**src/rtl/fp_pkg.sv**
```systemverilog
// Shared widths, classes and constants for the parametrised IEEE-754 adder.
package fp_pkg;

  localparam int unsigned MAX_W = 64;

  localparam int unsigned FLG_INV = 3;
  localparam int unsigned FLG_OVF = 2;
  localparam int unsigned FLG_UNF = 1;
  localparam int unsigned FLG_INX = 0;

  typedef enum logic [2:0] {
    ZERO,
    DEN,
    NORM,
    INF,
    QNAN,
    SNAN
  } fp_class_e;

  function automatic int unsigned word_w(input int unsigned exp_w, input int unsigned man_w);
    return 1 + exp_w + man_w;
  endfunction

  function automatic int unsigned sig_w(input int unsigned man_w);
    return man_w + 1;
  endfunction

  function automatic int unsigned ext_w(input int unsigned man_w);
    return man_w + 4;
  endfunction

  // Canonical quiet NaN {0, all-ones, 1, zeros}, right-aligned in MAX_W bits.
  function automatic logic [MAX_W-1:0] canon_qnan(input int unsigned exp_w, input int unsigned man_w);
    logic [MAX_W-1:0] q;
    q = '0;
    for (int unsigned i = 0; i < exp_w; i++) q[man_w + i] = 1'b1;
    q[man_w - 1] = 1'b1;
    return q;
  endfunction

  function automatic fp_class_e classify(input logic exp_zero, input logic exp_ones,
                                         input logic man_zero, input logic man_msb);
    if (exp_ones) begin
      if (man_zero) return INF;
      return man_msb ? QNAN : SNAN;
    end
    if (exp_zero) return man_zero ? ZERO : DEN;
    return NORM;
  endfunction

endpackage

```
**src/rtl/fp_lzc.sv**
```systemverilog
// Combinational leading-zero counter; an all-zero input yields WIDTH.
module fp_lzc #(
  parameter int unsigned WIDTH = 27,
  parameter int unsigned CNT_W = $clog2(WIDTH + 1)
) (
  input  logic [WIDTH-1:0] in_vec,
  output logic [CNT_W-1:0] count
);

  logic found;

  always_comb begin
    count = CNT_W'(WIDTH);
    found = 1'b0;
    for (int unsigned i = 0; i < WIDTH; i++) begin
      if (!found && in_vec[WIDTH-1-i]) begin
        count = CNT_W'(i);
        found = 1'b1;
      end
    end
  end

endmodule

```
**src/rtl/fp_add_pipe.sv**
```systemverilog
// Pipelined IEEE-754 add/sub: unpack/swap, align, add, normalise/round/pack.
// All four stages advance together under a single output-driven stall.
module fp_add_pipe
  import fp_pkg::*;
#(
  parameter int unsigned EXP_W = 8,
  parameter int unsigned MAN_W = 23
) (
  input  logic                   clk,
  input  logic                   rst,
  input  logic                   in_valid,
  output logic                   in_ready,
  input  logic [EXP_W+MAN_W:0]   in_a,
  input  logic [EXP_W+MAN_W:0]   in_b,
  input  logic                   in_sub,
  output logic                   out_valid,
  input  logic                   out_ready,
  output logic [EXP_W+MAN_W:0]   out_res,
  output logic [3:0]             out_flags
);

  localparam int unsigned W  = word_w(EXP_W, MAN_W);
  localparam int unsigned SW = sig_w(MAN_W);
  localparam int unsigned XW = ext_w(MAN_W);
  localparam int unsigned CW = $clog2(XW + 1);
  localparam logic [MAX_W-1:0] QNAN_FULL = canon_qnan(EXP_W, MAN_W);
  localparam logic [W-1:0]     CANON_NAN = QNAN_FULL[W-1:0];
  localparam logic [EXP_W-1:0] EXP_ONE   = EXP_W'(1);

  typedef struct packed {
    logic         hit;
    logic [W-1:0] res;
    logic [3:0]   flg;
  } spec_t;

  logic adv;
  assign adv      = ~out_valid | out_ready;
  assign in_ready = adv;

  // ---------------- S1: unpack, classify, order by magnitude
  logic             sa, sb;
  logic [EXP_W-1:0] ea, eb, x_e, y_e;
  logic [MAN_W-1:0] ma, mb, x_m, y_m;
  logic             x_s;
  fp_class_e        ca, cb;
  logic             a_big;
  spec_t            s1_sp_d;

  assign sa    = in_a[W-1];
  assign sb    = in_b[W-1] ^ in_sub;
  assign ea    = in_a[W-2:MAN_W];
  assign eb    = in_b[W-2:MAN_W];
  assign ma    = in_a[MAN_W-1:0];
  assign mb    = in_b[MAN_W-1:0];
  assign ca    = classify(ea == '0, &ea, ma == '0, ma[MAN_W-1]);
  assign cb    = classify(eb == '0, &eb, mb == '0, mb[MAN_W-1]);
  assign a_big = {ea, ma} >= {eb, mb};

  always_comb begin
    if (a_big) begin
      x_s = sa; x_e = ea; x_m = ma; y_e = eb; y_m = mb;
    end else begin
      x_s = sb; x_e = eb; x_m = mb; y_e = ea; y_m = ma;
    end
  end

  always_comb begin
    s1_sp_d = '0;
    if (ca == QNAN || ca == SNAN || cb == QNAN || cb == SNAN) begin
      s1_sp_d.hit          = 1'b1;
      s1_sp_d.res          = CANON_NAN;
      s1_sp_d.flg[FLG_INV] = (ca == SNAN) || (cb == SNAN);
    end else if (ca == INF && cb == INF && (sa ^ sb)) begin
      s1_sp_d.hit          = 1'b1;
      s1_sp_d.res          = CANON_NAN;
      s1_sp_d.flg[FLG_INV] = 1'b1;
    end else if (ca == INF || cb == INF) begin
      // the infinite operand always sorts to X, so X's sign is the result sign
      s1_sp_d.hit = 1'b1;
      s1_sp_d.res = {x_s, {EXP_W{1'b1}}, {MAN_W{1'b0}}};
    end
  end

  logic             s1_v, s1_sx, s1_sub;
  logic [EXP_W-1:0] s1_ex, s1_ey;
  logic [SW-1:0]    s1_sigx, s1_sigy;
  spec_t            s1_sp;

  // ---------------- S2: align Y to X with guard, round and sticky
  logic [EXP_W-1:0] d;
  logic [SW+1:0]    y_tmp, y_sh;
  logic             y_st;

  assign d     = s1_ex - s1_ey;
  assign y_tmp = {s1_sigy, 2'b00};

  always_comb begin
    y_sh = '0;
    y_st = 1'b0;
    if (32'(d) >= SW + 2) begin
      y_st = |s1_sigy;
    end else begin
      y_sh = y_tmp >> d;
      for (int unsigned i = 0; i < SW + 2; i++) begin
        if (i < 32'(d)) y_st = y_st | y_tmp[i];
      end
    end
  end

  logic             s2_v, s2_sx, s2_sub;
  logic [EXP_W-1:0] s2_ex;
  logic [XW-1:0]    s2_x, s2_y;
  spec_t            s2_sp;

  // ---------------- S3: significand add/subtract (X >= Y so never negative)
  logic [XW:0] sum_d;
  assign sum_d = s2_sub ? ({1'b0, s2_x} - {1'b0, s2_y}) : ({1'b0, s2_x} + {1'b0, s2_y});

  logic             s3_v, s3_sx, s3_sub;
  logic [EXP_W-1:0] s3_ex;
  logic [XW:0]      s3_sum;
  spec_t            s3_sp;

  // ---------------- S4: normalise, round to nearest even, pack
  logic [CW-1:0]  lz;
  logic [31:0]    lim, sh;
  logic [XW-1:0]  n;
  logic [EXP_W:0] e_n, e_f;
  logic [SW:0]    rnd;
  logic           g, r, s, rup, ovf, inx, unf, r_sign;
  logic [W-1:0]   res4;
  logic [3:0]     flg4;

  fp_lzc #(.WIDTH(XW), .CNT_W(CW)) u_lzc (
    .in_vec (s3_sum[XW-1:0]),
    .count  (lz)
  );

  always_comb begin
    n   = '0;
    e_n = '0;
    sh  = '0;
    lim = 32'(s3_ex) - 32'd1;
    if (s3_sum[XW]) begin
      n   = {s3_sum[XW:2], s3_sum[1] | s3_sum[0]};
      e_n = {1'b0, s3_ex} + 1'b1;
    end else begin
      // shift is capped so the exponent stops at 1; an unnormalised result is denormal
      sh  = (32'(lz) < lim) ? 32'(lz) : lim;
      n   = s3_sum[XW-1:0] << sh;
      e_n = n[XW-1] ? ({1'b0, s3_ex} - (EXP_W+1)'(sh)) : '0;
    end
    g   = n[2];
    r   = n[1];
    s   = n[0];
    rup = g & (r | s | n[3]);
    rnd = {1'b0, n[XW-1:3]} + (SW+1)'(rup);
    if (rnd[SW])                         e_f = e_n + 1'b1;
    else if (e_n == '0 && rnd[SW-1])     e_f = {{EXP_W{1'b0}}, 1'b1};
    else                                 e_f = e_n;
    ovf    = e_f >= {1'b0, {EXP_W{1'b1}}};
    inx    = g | r | s | ovf;
    unf    = (e_f == '0) & inx;
    r_sign = (s3_sum == '0) ? (s3_sx & ~s3_sub) : s3_sx;
    if (ovf) res4 = {r_sign, {EXP_W{1'b1}}, {MAN_W{1'b0}}};
    else     res4 = {r_sign, e_f[EXP_W-1:0], rnd[MAN_W-1:0]};
    flg4          = '0;
    flg4[FLG_OVF] = ovf;
    flg4[FLG_UNF] = unf;
    flg4[FLG_INX] = inx;
    if (s3_sp.hit) begin
      res4 = s3_sp.res;
      flg4 = s3_sp.flg;
    end
  end

  // ---------------- stage registers
  always_ff @(posedge clk or posedge rst) begin
    if (rst) begin
      s1_v      <= 1'b0;
      s1_sx     <= 1'b0;
      s1_sub    <= 1'b0;
      s1_ex     <= '0;
      s1_ey     <= '0;
      s1_sigx   <= '0;
      s1_sigy   <= '0;
      s1_sp     <= '0;
      s2_v      <= 1'b0;
      s2_sx     <= 1'b0;
      s2_sub    <= 1'b0;
      s2_ex     <= '0;
      s2_x      <= '0;
      s2_y      <= '0;
      s2_sp     <= '0;
      s3_v      <= 1'b0;
      s3_sx     <= 1'b0;
      s3_sub    <= 1'b0;
      s3_ex     <= '0;
      s3_sum    <= '0;
      s3_sp     <= '0;
      out_valid <= 1'b0;
      out_res   <= '0;
      out_flags <= '0;
    end else if (adv) begin
      s1_v      <= in_valid;
      s1_sx     <= x_s;
      s1_sub    <= sa ^ sb;
      s1_ex     <= (x_e == '0) ? EXP_ONE : x_e;
      s1_ey     <= (y_e == '0) ? EXP_ONE : y_e;
      s1_sigx   <= {|x_e, x_m};
      s1_sigy   <= {|y_e, y_m};
      s1_sp     <= s1_sp_d;
      s2_v      <= s1_v;
      s2_sx     <= s1_sx;
      s2_sub    <= s1_sub;
      s2_ex     <= s1_ex;
      s2_x      <= {s1_sigx, 3'b000};
      s2_y      <= {y_sh, y_st};
      s2_sp     <= s1_sp;
      s3_v      <= s2_v;
      s3_sx     <= s2_sx;
      s3_sub    <= s2_sub;
      s3_ex     <= s2_ex;
      s3_sum    <= sum_d;
      s3_sp     <= s2_sp;
      out_valid <= s3_v;
      out_res   <= res4;
      out_flags <= flg4;
    end
  end

endmodule

```
**config.mk**
```make
export PLATFORM = sky130hd
export DESIGN_NAME = fp_add_pipe
export DESIGN_NICKNAME = d
export VERILOG_FILES = /design/src/rtl/fp_pkg.sv /design/src/rtl/fp_lzc.sv /design/src/rtl/fp_add_pipe.sv
export SDC_FILE = /design/constraint.sdc
export NUM_CORES = 1
export LEC_CHECK = 0
export CAP_MARGIN = 20
export CORE_AREA = 2 2 223 225
export CTS_CLUSTER_SIZE = 14
export DETAILED_ROUTE_END_ITERATION = 8
export DIE_AREA = 0 0 225 227
export SETUP_SLACK_MARGIN = 0.4
export SLEW_MARGIN = 20
export SYNTH_ARGS = -nofsm -noshare
export SYNTH_HDL_FRONTEND = slang
export SYNTH_SLANG_ARGS = --single-unit
```
**constraint.sdc**
```tcl
create_clock -name clk -period 7.76 [get_ports clk]
set_input_delay 2.328 -clock clk [delete_from_list [all_inputs] [get_ports clk]]
set_output_delay 2.328 -clock clk [all_outputs]
set_load 0.02 [all_outputs]
```
======== After elaboration in Yosys (flattened, before gate mapping) ========
Index checks and enable logic that the tools add are counted.
storage, ports and cells
  register bits ........................... 307
  bits in latches ......................... 0
  memory bits (writable) .................. 0
  ROM bits ................................ 0
  input bits .............................. 69
  output and inout port bits .............. 38
  memories kept ........................... 0
operators by class
  $add $sub $neg .......................... 8
  multipliers ............................. 0
  divide/modulo/power cells ............... 0
  magnitude comparators ................... 28
  equal/unequal tests ..................... 6
  shifts and indexed selects .............. 2
  mux-type cells .......................... 151
  bitwise gates (word level) .............. 38
  reduce and logical (&&, ||, !) cells .... 74
operator list
  operator            number
  $mux 5              27
  $mux 1              92
  $lt 5x8->1 const A  10
  $mux 33             2
  $lt 4x8->1 const A  8
  $mux 32             2
  $logic_not 23->1    2
  $mux 23             2
  $mux 3              12
  $mux 9              4
  $mux 34             1
  $logic_not 8->1     4
  $lt 3x8->1 const A  4
  $lt 5x32->1         1
  $mux 8              4
  $shl 27x32->27      1
  $ge 31x31->1        1
  $mux 31             1
  $or 1x1->1          31
  $logic_and 1x1->1   29
  $add 27x27->28      1
  $logic_not 28->1    1
  $mux 28             1
  $sub 27x27->28      1
  24 further kinds    65

======== Longest topological paths before layout ========
  depth after elaboration ................. 94
  mapped depth ............................ 39

======== Hierarchy ========
From an unflattened synthesis, not the netlist that was laid out.
unflattened totals
  cells, all modules ...................... 2268
  area, all modules ....................... 18056.1 um2
modules (own cells, without submodules)
  module       times used  cells an instance  area an instance (um2)  seq. area each (um2)
  fp_add_pipe  1           2217               17768.3                 5430.2
  fp_lzc       1           51                 287.8                   0.0

======== Least setup slack after synthesis ========
OpenSTA, ideal clock, no wires.
  path type ............................... reg2reg
  from .................................... register s3_sum[17]
  to ...................................... register out_res[3]
  library setup time ...................... 0.122 ns
  arrival time ............................ 7.132 ns
  required time ........................... 7.638 ns
  setup slack ............................. 0.507 ns
  stages on the path, launching flop included .. 35
  buffers on the path ..................... 7
  clock period less this slack ............ 7.253 ns
  cell sequence ........................... dfrtp_1 buf_2 or4_1 o41a_1 o221a_1 o21ai_2 inv_2 clkbuf_1 ha_1 or4_1 or3_1 buf_2 buf_2 a22oi_1 a311oi_1 mux2_2 a22o_1 or3_1 clkbuf_1 nor3_1 a21oi_1 ha_1 nand2_1 nor3_1 nand2_1 a31oi_1 nand3b_1 o32ai_1 nor3_1 a22oi_1 or4b_4 and2_4 buf_6 buf_6 a32o_1
between the ends
  longest elaborated chain between the ends .. 67
  elaborated cells between the ends (all ways) .. 89
RTL lines
  element                 RTL line            text
  start, declared         fp_add_pipe.sv:121  logic [XW:0] s3_sum;
  start signal, assigned  fp_add_pipe.sv:224  s3_sum <= sum_d;
  $logic_and 1x1->1       fp_lzc.sv:16        if (!found && in_vec[WIDTH-1-i]) begin
  $mux 1                  fp_lzc.sv:16
  $logic_not 1->1         fp_lzc.sv:16
  $logic_and 1x1->1       fp_lzc.sv:16
  $mux 1                  fp_lzc.sv:16
  $logic_not 1->1         fp_lzc.sv:16
  $logic_and 1x1->1       fp_lzc.sv:16
  $mux 1                  fp_lzc.sv:16
  (+51 left out)          -
  $and 1x1->1             fp_add_pipe.sv:156  rup = g & (r | s | n[3]);
  $add 24x1->25           fp_add_pipe.sv:157  rnd = {1'b0, n[XW-1:3]} + (SW+1)'(rup);
  $logic_and 1x1->1       fp_add_pipe.sv:159  else if (e_n == '0 && rnd[SW-1]) e_f = {{EXP_W{1'b0}}, 1'b1};
  $mux 9                  fp_add_pipe.sv:159
  $mux 9                  fp_add_pipe.sv:158  if (rnd[SW]) e_f = e_n + 1'b1;
  $ge 9x8->1              fp_add_pipe.sv:161  ovf = e_f >= {1'b0, {EXP_W{1'b1}}};
  $mux 31 *               fp_add_pipe.sv:165  if (ovf) res4 = {r_sign, {EXP_W{1'b1}}, {MAN_W{1'b0}}};
  $mux 32 *               fp_add_pipe.sv:171  if (s3_sp.hit) begin
  end signal, assigned    fp_add_pipe.sv:227  out_res <= res4;
  end, declared           fp_add_pipe.sv:18   output logic [EXP_W+MAN_W:0] out_res,
Every way passes the cells marked *; elsewhere a longest branch is shown, timed or not.
A chain may end at the register's enable or synchronous reset.

======== Worst setup path after layout ========
  from .................................... register s3_sum[16]
  to ...................................... register out_res[10]
between the ends
  longest elaborated chain between the ends .. 64
  elaborated cells between the ends (all ways) .. 85
RTL lines
  element            RTL line
  $logic_and 1x1->1  fp_lzc.sv:16
  $mux 1             fp_lzc.sv:16
  $logic_not 1->1    fp_lzc.sv:16
  $logic_and 1x1->1  fp_lzc.sv:16
  $mux 1             fp_lzc.sv:16
  $logic_not 1->1    fp_lzc.sv:16
  $logic_and 1x1->1  fp_lzc.sv:16
  $mux 1             fp_lzc.sv:16
  (+48 left out)     -
  $and 1x1->1        fp_add_pipe.sv:156
  $add 24x1->25      fp_add_pipe.sv:157
  $logic_and 1x1->1  fp_add_pipe.sv:159
  $mux 9             fp_add_pipe.sv:159
  $mux 9             fp_add_pipe.sv:158
  $ge 9x8->1         fp_add_pipe.sv:161
  $mux 31 *          fp_add_pipe.sv:165
  $mux 32 *          fp_add_pipe.sv:171
Marks and branches as above.

==> reports/results.txt <==
Outcome - finished clean
Seq/Total Area, Yosys - 30.4%
Grt ovf - 0
GRT Total Usage - 23.5%
Global route hottest layer - met2
Synth area leader - dfrtp_1
Routed length per instance - 20.2 µm
H-tree depth - 1
Final setup viols - 0
Die Y - 227 µm
Worst path required time - 8.20 ns
Fin util - 43.7%
Library cells used by synthesis - 103
Final hold viol count - 0
Synth area leaders - dfrtp_1, nand2_1, ha_1
Ports - 107
Num rows - 81
Initial antenna violation count - 1
Worst Tran Pin Value - 0.923 ns
Max-cap viol count - 0
Final #Nets - 2543
CP Capture Type - register
Initial drt markers - 1422
Drt total wl - 60600 µm
Largest net degree at the start of global routing - 178
CP Launch Point - s3_sum[16]
Met2 Resource Use GR - 40.2%
Die X - 225 µm
# port buffers - 106
Mapped Cells - 2235
Reg2reg start - s3_sum[16]
Post-DR vias/cell - 5.71
Kind of critical path - reg -> reg
Power per cell area - 510 nW/µm²
TritonCTS Buffers - 26
Vias - 17182
P&R area growth vs syn - 18.7%
Area of the mapped netlist - 17900 µm²
Ys async rst share - 100%
P_leak - 9.26 nW
Flops & latches, synth - 217
Sum Neg Setup Slack - 0 ns
Vias in the first global route - 16877
Core area - 48500 µm²
Initial core utilization - 36.8%
Die area - 51100 µm²
ANT cells - 0
Drt pass-1 iters - 8
Worst vdd ir - 0.000364 V
Clock skew - 0.0301 ns
CP arrival - 7.50 ns
CTS tree - built
Worst-path fanout max - 12
Fmax - 0.142 GHz
WHS - 0.464 ns
Clk sinks - 217
Syn Area/Cell - 8.00 µm²
Residual DRC - 0
Clk root buf - clkbuf_16
Share of the synthesized area in the top cell type - 30.4%
Placer Congestion - 0.950
Post-synth EDFFs - 0
Slew headroom - 38.2%
RSZ-0062 raised after global routing - false
Hold Crit Start - s2_v
Main synth FF type - dfrtp_1
Layout cells sized above 1 - 11.8%
Detail Placement HPWL - 46600 µm
Met1 Usage GRT - 31.0%
Post-Syn Nets - 2409
Tcrit/Tclk final - 91.0%
Clock transition at path regs - 0.06 ns
Min-Delay Path Class - reg -> reg
Max Slew Vio Count - 0
Clk_lat worst skew - 0.55 ns
Tmin final - 7.06 ns
Grt met3 use - 2.14%
First-pass GRT wire length - 95400 µm
DRT antenna net count - 0
Synth warn - 0
Crit path launch type - register
Maximum root-to-sink buffer count - 3
==> report_power, final <==
group	switching, W	leakage, nW	internal [W]	total, W
Combinational	0.00456	6.14	0.00301	0.00757
Clock	0.000472	0.430	0.000769	0.00124
Sequential	0.000436	2.69	0.00157	0.00200
==> layout make-up <==
type / instances / area, µm²
sequential: 217 / 5430
timing repair buffer: 246 / 2170
fill: 4860 / 27300
multi-input combinational: 1746 / 11500
tap: 622 / 778
clock buffer: 36 / 749
inverter: 132 / 518
clock inverter: 8 / 123
==> state kept, by name, summed over array words and instances, names as in the netlist, 8 cells and up <==
name,flops
s2_ex,8
s2_y,27
s1_sigx,24
s1_ex,8
out_res,32
s1_ey,8
s1_sigy,24
s3_ex,8
s2_x,24
s3_sum,28
==> cell families (layout without fill, tap and decap cells) <==
family,count (synthesis),count (layout),share of synthesized area [%]
multiplexers,128,128,7.57
AND/OR/NAND/NOR,815,816,21.6
XOR/XNOR,68,68,3.33
flip-flops,217,217,30.4
other,1,1,0.0210
AO/OA/AOI/OAI,627,627,23.0
adder cells (fa/ha/maj),106,106,7.53
buffers and inverters,273,422,6.49
==> synth_stat cells, drive strengths merged, types with 15 or more instances <==
cell type and instances:
nor2b 20, mux2i 109, nand4 26, a31oi 20, xor2 20, xnor2 48
a22o 31, dfrtp 217, o21ai 222, nand2b 19, inv 131, mux2 15
a22oi 23, a21oi 104, ha 102, nor2 102, a21o 23, clkbuf 101
nor4 38, buf 40, or3 21, o211ai 19, nand2 409, a211oi 21
nand3 47, o31ai 25, nor3 72, o22ai 19
==> metal layers <==
| layer | vias to the layer above | routed length [µm] |
|---|---|---|
| met5 | - | 0 |
| met3 | 101 | 2700 |
| li1 | 8297 | - |
| met2 | 545 | 28600 |
| met1 | 8239 | 27200 |
| met4 | 0 | 2070 |
==> stage by stage <==
step / power (W) / worst slack (ns) / area [µm²] / std cells
floorplan: 0.00682 / 0.507 / 17900 / 2235
global placement: 0.00937 / 0.578 / 20200 / 2961
detailed placement: 0.00940 / 0.443 / 20200 / 2961
CTS: 0.0107 / 0.418 / 21100 / 3005
global route: 0.0116 / 0.432 / 21200 / 3007
finish: 0.0108 / 0.695 / 21200 / 3007
==> cell usage in the layout, fill, tap and decap left out, types with 19 or more instances in the layout <==
cell type	instances
a21o_1	23
a21oi_1	103
a22o_1	30
a22oi_1	23
a31oi_1	20
buf_4	135
clkbuf_16	27
clkdlybuf4s50_1	106
dfrtp_1	217
ha_1	102
inv_1	123
mux2i_1	108
nand2_1	405
nand2b_1	19
nand3_1	45
nand4_1	25
nor2_1	102
nor2b_1	19
nor3_1	66
nor4_1	33
o211ai_1	19
o21ai_0	214
o22ai_1	19
o31ai_1	24
xnor2_1	46
xor2_1	19
==> critical path, cell delays in order, from the launching register on <==
cell and delay (ns):
dfrtp_1 0.43, or4_4 0.52, o41a_1 0.38, o221a_1 0.24
o21ai_2 0.08, inv_2 0.06, ha_1 0.21, or4_4 0.55
or3_4 0.47, buf_4 0.20, a22oi_1 0.20, a311oi_1 0.09
mux2i_1 0.38, o22ai_1 0.14, or4_1 0.57, or3_1 0.41
or2_1 0.29, nor4_4 0.31, buf_4 0.18, a21o_1 0.13
nand4_1 0.09, or4b_4 0.56, and2_4 0.22, a32o_1 0.25
==> what timing repair did <==
item                       CTS  global route
buffers inserted             0             1
hold buffers                 0             0
setup endpoints to repair    0            31
resized for setup            0            29
==> final timing paths <==
path / end / slack, ns / cells after the start
max: out_res[10] / 0.70 / 23
min: s2_v / 0.46 / 2
max reg2reg: out_res[10] / 0.70 / 23
min reg2reg: s2_v / 0.46 / 2
max in group asynchronous: s1_sigy[6] / 4.39 / 3
min in group asynchronous: out_res[15] / 2.18 / 2
(Power assumes the default switching activity.)
